**config.mk**
```make
export PLATFORM = sky130hd
export DESIGN_NAME = mem_arbiter_flat
export DESIGN_NICKNAME = d
export VERILOG_FILES = /design/src/rtl/mem_arbiter_if.sv /design/src/rtl/mem_arbiter.sv /design/src/flat_wrapper.sv
export SDC_FILE = /design/constraint.sdc
export NUM_CORES = 1
export LEC_CHECK = 0
export ABC_AREA = 1
export CAP_MARGIN = 30
export CORE_AREA = 2 2 103 105
export DETAILED_ROUTE_END_ITERATION = 8
export DIE_AREA = 0 0 105 107
export PLACE_DENSITY = 0.69
export RECOVER_POWER = 25
export SLEW_MARGIN = 20
export SYNTH_ARGS = -nofsm -noshare
export SYNTH_HDL_FRONTEND = slang
export SYNTH_SLANG_ARGS = --single-unit
export TNS_END_PERCENT = 30
```
**constraint.sdc**
```tcl
create_clock -name CLK -period 2.7 [get_ports CLK]
set_input_delay 0.81 -clock CLK [delete_from_list [all_inputs] [get_ports CLK]]
set_output_delay 0.81 -clock CLK [all_outputs]
set_load 0.05 [all_outputs]
```
**src/rtl/mem_arbiter_if.sv**
```systemverilog
// rtl/mem_arbiter_if.sv - instruction, data and RAM bus bundle for mem_arbiter
// slave is the arbiter's view; master is the requester/RAM environment view.
interface mem_arbiter_if;
  logic        iREN;
  logic [31:0] iaddr;
  logic [31:0] iload;
  logic        iwait;

  logic        dREN;
  logic        dWEN;
  logic [31:0] daddr;
  logic [31:0] dstore;
  logic [31:0] dload;
  logic        dwait;

  logic        ramREN;
  logic        ramWEN;
  logic [31:0] ramaddr;
  logic [31:0] ramstore;
  logic [31:0] ramload;
  logic [1:0]  ramstate;

  logic        timeout_err;

  modport slave (
    input  iREN, iaddr, dREN, dWEN, daddr, dstore, ramload, ramstate,
    output iload, iwait, dload, dwait, ramREN, ramWEN, ramaddr, ramstore, timeout_err
  );

  modport master (
    output iREN, iaddr, dREN, dWEN, daddr, dstore, ramload, ramstate,
    input  iload, iwait, dload, dwait, ramREN, ramWEN, ramaddr, ramstore, timeout_err
  );
endinterface

```
**src/rtl/mem_arbiter.sv**
```systemverilog
// rtl/mem_arbiter.sv - single-port RAM arbiter between instruction and data requesters
// Optional fairness (MEM_ARBITER_FAIR_EN) bounds consecutive data grants while iREN waits.
module mem_arbiter #(
  parameter int TIMEOUT    = 255,
  parameter int FAIR_LIMIT = 4
) (
  input  logic         CLK,
  input  logic         RST,
  mem_arbiter_if.slave bus
);

  localparam logic [1:0] RS_ACCESS = 2'd2;
  localparam logic [1:0] RS_ERROR  = 2'd3;
  localparam int CW = ($clog2(TIMEOUT + 1) > 8) ? $clog2(TIMEOUT + 1) : 8;

  typedef enum logic [1:0] {IDLE, IGRANT, DGRANT} state_t;

  state_t        state;
  logic [CW-1:0] wait_cnt;
  logic          err_q;

  logic        d_req;
  logic        ram_done;
  logic        tmo;
  logic        i_act;
  logic        d_act;
  logic        i_done;
  logic        d_done;
  logic [31:0] ld_val;
  logic        fair_force;

  assign d_req    = bus.dREN | bus.dWEN;
  assign ram_done = (bus.ramstate == RS_ACCESS) || (bus.ramstate == RS_ERROR);
  // The current grant cycle would be the TIMEOUT-th one without a RAM response.
  assign tmo      = !ram_done && (wait_cnt == CW'(TIMEOUT - 1));
  // A grant is only live while its requester still asserts; otherwise it is an abort cycle.
  assign i_act    = (state == IGRANT) && bus.iREN;
  assign d_act    = (state == DGRANT) && d_req;
  assign i_done   = i_act && (ram_done || tmo);
  assign d_done   = d_act && (ram_done || tmo);
  assign ld_val   = (bus.ramstate == RS_ACCESS) ? bus.ramload : 32'd0;

`ifdef MEM_ARBITER_FAIR_EN
  localparam int FW = $clog2(FAIR_LIMIT + 1);
  logic [FW-1:0] fair_cnt;

  assign fair_force = (fair_cnt >= FW'(FAIR_LIMIT));

  always_ff @(posedge CLK or posedge RST) begin
    if (RST) begin
      fair_cnt <= '0;
    end else if (!bus.iREN || state == IGRANT) begin
      fair_cnt <= '0;
    end else if (d_done && !fair_force) begin
      fair_cnt <= fair_cnt + FW'(1);
    end
  end
`else
  // Strict data priority: instruction is never forced ahead.
  assign fair_force = (FAIR_LIMIT < 0);
`endif

  always_comb begin
    bus.ramREN      = i_act | (d_act & bus.dREN & ~bus.dWEN);
    bus.ramWEN      = d_act & bus.dWEN;
    bus.ramaddr     = i_act ? bus.iaddr : (d_act ? bus.daddr : 32'd0);
    bus.ramstore    = d_act ? bus.dstore : 32'd0;
    bus.iload       = i_done ? ld_val : 32'd0;
    bus.dload       = d_done ? ld_val : 32'd0;
    bus.iwait       = bus.iREN & ~i_done;
    bus.dwait       = d_req & ~d_done;
    bus.timeout_err = err_q;
  end

  always_ff @(posedge CLK or posedge RST) begin
    if (RST) begin
      state    <= IDLE;
      wait_cnt <= '0;
      err_q    <= 1'b0;
    end else begin
      case (state)
        IDLE: begin
          wait_cnt <= '0;
          if (bus.iREN && fair_force) state <= IGRANT;
          else if (d_req)             state <= DGRANT;
          else if (bus.iREN)          state <= IGRANT;
        end
        IGRANT: begin
          if (!bus.iREN || i_done) state <= IDLE;
          else                     wait_cnt <= wait_cnt + CW'(1);
        end
        DGRANT: begin
          if (!d_req || d_done) state <= IDLE;
          else                  wait_cnt <= wait_cnt + CW'(1);
        end
        default: state <= IDLE;
      endcase
      if ((i_done || d_done) && bus.ramstate != RS_ACCESS) err_q <= 1'b1;
    end
  end

endmodule

```
**src/flat_wrapper.sv**
```systemverilog
// flat-port wrapper written by rule: the top's interface ports become plain ports
module mem_arbiter_flat 
#(
  parameter int TIMEOUT    = 255,
  parameter int FAIR_LIMIT = 4
)
  (CLK, RST, bus_iREN, bus_iaddr, bus_dREN, bus_dWEN, bus_daddr, bus_dstore, bus_ramload, bus_ramstate, bus_iload, bus_iwait, bus_dload, bus_dwait, bus_ramREN, bus_ramWEN, bus_ramaddr, bus_ramstore, bus_timeout_err);
  mem_arbiter_if bus_i ();
  input  logic CLK;
  input  logic RST;
  input wire logic [$bits(bus_i.iREN)-1:0] bus_iREN;
  input wire logic [$bits(bus_i.iaddr)-1:0] bus_iaddr;
  input wire logic [$bits(bus_i.dREN)-1:0] bus_dREN;
  input wire logic [$bits(bus_i.dWEN)-1:0] bus_dWEN;
  input wire logic [$bits(bus_i.daddr)-1:0] bus_daddr;
  input wire logic [$bits(bus_i.dstore)-1:0] bus_dstore;
  input wire logic [$bits(bus_i.ramload)-1:0] bus_ramload;
  input wire logic [$bits(bus_i.ramstate)-1:0] bus_ramstate;
  output wire logic [$bits(bus_i.iload)-1:0] bus_iload;
  output wire logic [$bits(bus_i.iwait)-1:0] bus_iwait;
  output wire logic [$bits(bus_i.dload)-1:0] bus_dload;
  output wire logic [$bits(bus_i.dwait)-1:0] bus_dwait;
  output wire logic [$bits(bus_i.ramREN)-1:0] bus_ramREN;
  output wire logic [$bits(bus_i.ramWEN)-1:0] bus_ramWEN;
  output wire logic [$bits(bus_i.ramaddr)-1:0] bus_ramaddr;
  output wire logic [$bits(bus_i.ramstore)-1:0] bus_ramstore;
  output wire logic [$bits(bus_i.timeout_err)-1:0] bus_timeout_err;
  assign bus_i.iREN = bus_iREN;
  assign bus_i.iaddr = bus_iaddr;
  assign bus_i.dREN = bus_dREN;
  assign bus_i.dWEN = bus_dWEN;
  assign bus_i.daddr = bus_daddr;
  assign bus_i.dstore = bus_dstore;
  assign bus_i.ramload = bus_ramload;
  assign bus_i.ramstate = bus_ramstate;
  assign bus_iload = bus_i.iload;
  assign bus_iwait = bus_i.iwait;
  assign bus_dload = bus_i.dload;
  assign bus_dwait = bus_i.dwait;
  assign bus_ramREN = bus_i.ramREN;
  assign bus_ramWEN = bus_i.ramWEN;
  assign bus_ramaddr = bus_i.ramaddr;
  assign bus_ramstore = bus_i.ramstore;
  assign bus_timeout_err = bus_i.timeout_err;
  mem_arbiter #(.TIMEOUT(TIMEOUT), .FAIR_LIMIT(FAIR_LIMIT)) u_core (.CLK(CLK), .RST(RST), .bus(bus_i));
endmodule
```
==> metrics.md, run 1 <==
| Metric | Value |
|---|---|
| Synth Area in Simple Gates | `between 50 and 60%` |
| IO Count | `268` |
| Largest family of logic cells by synthesized area | `simple AND/OR/NAND/NOR gates` |
| Fin. max-slew vios | `0` |
| Via count | `around 3800` |
| Setup violators final | `41` |
| Crit-path max FO | `6` |
| Inst Count DP | `793` |
| Final core utilization | `69.7%` |
| Routed WL per cell | `17.4 um` |
| Slew headroom | `67.3%` |
| Remaining DRCs | `0` |
| WHS Path Cells | `2` |
| Placement row count | `37` |
| WP data arrival | `between 1.5 and 2 ns` |
| Area delta synth->final | `217%` |
| Post-synthesis compound-gate area fraction | `11.0%` |
| Initial antenna violation count | `0` |
| Largest buffer count on any clock path | `2` |
| Largest net degree at the start of global routing | `43` |
| Worst-path clk slew | `0.05 ns` |
| Failing checks | `negative setup slack` |
| Worst path required time | `1.89 ns` |
| Commonest non-fill, non-tap cell in the layout | `clkdlybuf4s50_1` |
| Synth Warn # | `0` |
| Register area | `275 um^2` |
| Seq/Total Area, Yosys | `12.4%` |
| WL met3 | `roughly 1.0 mm` |
| Fill cells | `758` |
| Latest clock arrival within the worst-skew pair | `~0.25 ns` |
| Vias in the first global route | `3758` |
| Final Skew | `0.00549 ns` |
| Slew @ Worst Pin | `0.489 ns` |
| Critical path class | `register to output port` |
| DP Area | `6240 um^2` |
| # H-tree levels | `1` |
| Die Area | `11200 um^2` |
| Minimum clock period | `2.76 ns` |
| Worst reg-to-reg setup slack | `slightly below 0.7 ns` |
| Crit path max-delay family | `buffers and inverters` |
| Reg2reg start | `u_core.state[1]` |
| Critical-path cell list | `inv_2 > ha_4 > nand2_2 > nor2_2 > nand2_2 > nand2_4 > buf_6 > nand2_8 > buf_4 > buf_4 > nor3_4 > buf_6` |
| Slowest cell delay on critical path | `0.38 ns` |
| Die Span X | `105 um` |
| XOR/XNOR Fraction of Synth Area | `0.789%` |
| Routability cong. | `0.893` |
| CTS sink cnt | `11` |
| Place WS | `-0.392 ns` |
| RSZ-0062 raised after global routing | `yes` |
| Hold slack | `around 0.5 ns` |
| Max-cap violations | `0` |
| Crit path from | `u_core.wait_cnt[0]` |
| Avg Inst Size Synth | `around 5.6 um^2` |
| TritonCTS clock tree | `done` |
| WL final | `14.2 mm` |
| CP bufs+invs | `5` |
| 1st-iter DRT viols | `~240` |
| PD cells | `531 nW/um^2` |
| Routed vias/inst | `4.62` |
| Crit path to | `bus_iload[14]` |
| Final HPWL DP | `10.4 mm` |
| Critical Path Stages | `12` |
| Tot GR Track Use | `23.7%` |
| Post-Synth Adder-Cell Area | `2.82%` |
| Port Buffers | `267` |
| Fmax | `362 MHz` |
| Core box area | `about 10000 um^2` |
| Status | `finished with violations` |
| First-pass GRT wire length | `21.0 mm` |
| Critical path startpoint category | `register` |
| Final worst path period share | `102%` |
| FF-to-FF End | `u_core.wait_cnt[1]` |
| Post-Syn Area | `2220 um^2` |
| Finished Layout Cells | `819` |
| Die Ht | `107 um` |
| Worst r2r path cells | `10` |
| Area of the multi-input gates | `2240 um^2` |
| 1st-pass router iterations | `4` |
| Diodes inserted | `0` |
| CP Capture Type | `output port` |
| Syn nets | `between 500 and 600` |
| Share of layout cells above drive strength 1 | `between 40% and 50%` |
| VDD IR max | `0.519 mV` |
| Clk root buf | `clkbuf_8` |
| Most frequent cells in the layout | `129 x clkdlybuf4s50_1, 96 x nand2_1, 76 x buf_12, 71 x inv_1, 64 x nor3_4` |
| Final worst slack | `-0.0616 ns` |
| Antenna-violating nets left | `0` |
| WL met1 | `approximately 5 mm` |
| Total congestion overflow | `0` |
| Highest metal used | `met4` |
| Nets | `824` |
| Hold WC Path Type | `register to register` |
| Slowest stage cell, crit path | `dfrtp_1` |
| Post-synthesis mux area share | `0%` |
| Initial Utilization | `between 20% and 30%` |
| Hold Fails Final Rpt | `0` |
| Num CTS Buffers | `3` |
| DR WL met2 | `7.80 mm` |
| Design Area, Final | `7040 um^2` |
| LEAKAGE | `3.34 nW` |
| Flops & latches, synth | `11` |
| Cells after synthesis | `396` |
| Synth cell types | `27` |
[cells in the mapped netlist, drive strengths merged]
master    n  share of area (%)
a31o      1               0.39
nand2   104                 19
nor2     46                7.9
o31ai     1               0.34
buf      19                6.3
nor3     64                 21
dfrtp    11                 12
o21ai    35                7.9
nand3    16                4.2
clkinv    1               0.17
inv      75                 13
a21boi    1               0.34
or2       1               0.28
ha        5                2.8
o21bai    2                1.2
a21oi     4               0.90
xor2      2               0.79
clkbuf    8                1.4
[kinds of logic after synthesis]
| kind of cell | after synthesis |
|---|---|
| AND/OR/NAND/NOR | 231 |
| buffers and inverters | 103 |
| AO/OA/AOI/OAI | 44 |
| flip-flops | 11 |
| adder cells (fa/ha/maj) | 5 |
| XOR/XNOR | 2 |
[worst register-to-register path, delay by kind of cell (launching register included)]
| family | cells | cell delay [ns] |
|---|---|---|
| flops | 1 | 0.41 |
| simple gates | 6 | 0.89 |
| fa+ha+maj | 1 | 0.21 |
| buf+inv | 3 | 0.39 |
[metal layers]
| layer | vias up | GRT usage, % |
|---|---|---|
| met2 | 218 | 46.1 |
| met1 | 1734 | 26.0 |
| met4 | 0 | 6.38 |
| li1 | 1803 | - |
| met3 | 27 | 4.92 |
| met5 | - | 0 |
[worst min-delay path by stage]
stage / startpoint / to / slack (ns)
after global placement: u_core.wait_cnt[7] / u_core.wait_cnt[7] / 0.46
final: u_core.wait_cnt[7] / u_core.wait_cnt[7] / 0.49
after CTS: u_core.wait_cnt[7] / u_core.wait_cnt[7] / 0.49
after detailed placement: u_core.wait_cnt[7] / u_core.wait_cnt[7] / 0.47
after floorplan: u_core.wait_cnt[7] / u_core.wait_cnt[7] / 0.44
after global routing: u_core.bus.timeout_err / u_core.bus.timeout_err / 0.51
[where the power goes]
part | switching (mW) | internal [mW] | leakage, nW
clock | 0.0686 | 0.104 | 0.0228
combinational | 2.05 | 1.30 | 3.18
sequential | 0.0300 | 0.192 | 0.144
[through the flow]
step,TNS [ns],total power [mW]
2_1_floorplan,-13.30,2.03
3_3_place_gp,-43.07,3.28
3_5_place_dp,-43.83,3.31
4_1_cts,-5.16,3.69
5_1_grt,-7.41,3.87
6_report,-1.19,3.74
[state kept, by name, summed over array words and instances, names as in the netlist]
register	flops
u_core.wait_cnt	8
u_core.bus.timeout_err	1
u_core.state	2
[final cells by class]
type                       instances  share of cell area, %
sequential                        11                   3.91
timing repair buffer             310                   57.1
tap                              136                   2.42
inverter                          76                   4.09
clock buffer                       4                  0.640
multi-input combinational        282                   31.9
[repair_timing]
item,in CTS,in global routing
gates resized for setup,90,21
buffers inserted,7,5
pin swaps,26,22
gates cloned,10,0
hold buffers,0,0
setup endpoints to repair,132,128
Note: power is estimated with default switching activity, not from simulation.
==> inputs of run 2 (changes only) <==
--- a/config.mk
+++ b/config.mk
@@ -8,6 +8,7 @@
 export ABC_AREA = 1
 export CAP_MARGIN = 30
 export CORE_AREA = 2 2 103 105
+export CTS_CLUSTER_DIAMETER = 120
 export DETAILED_ROUTE_END_ITERATION = 8
 export DIE_AREA = 0 0 105 107
 export PLACE_DENSITY = 0.69
==> results of run 2 <==
The final DEF is identical to that of run 1; final timing and power are the same.
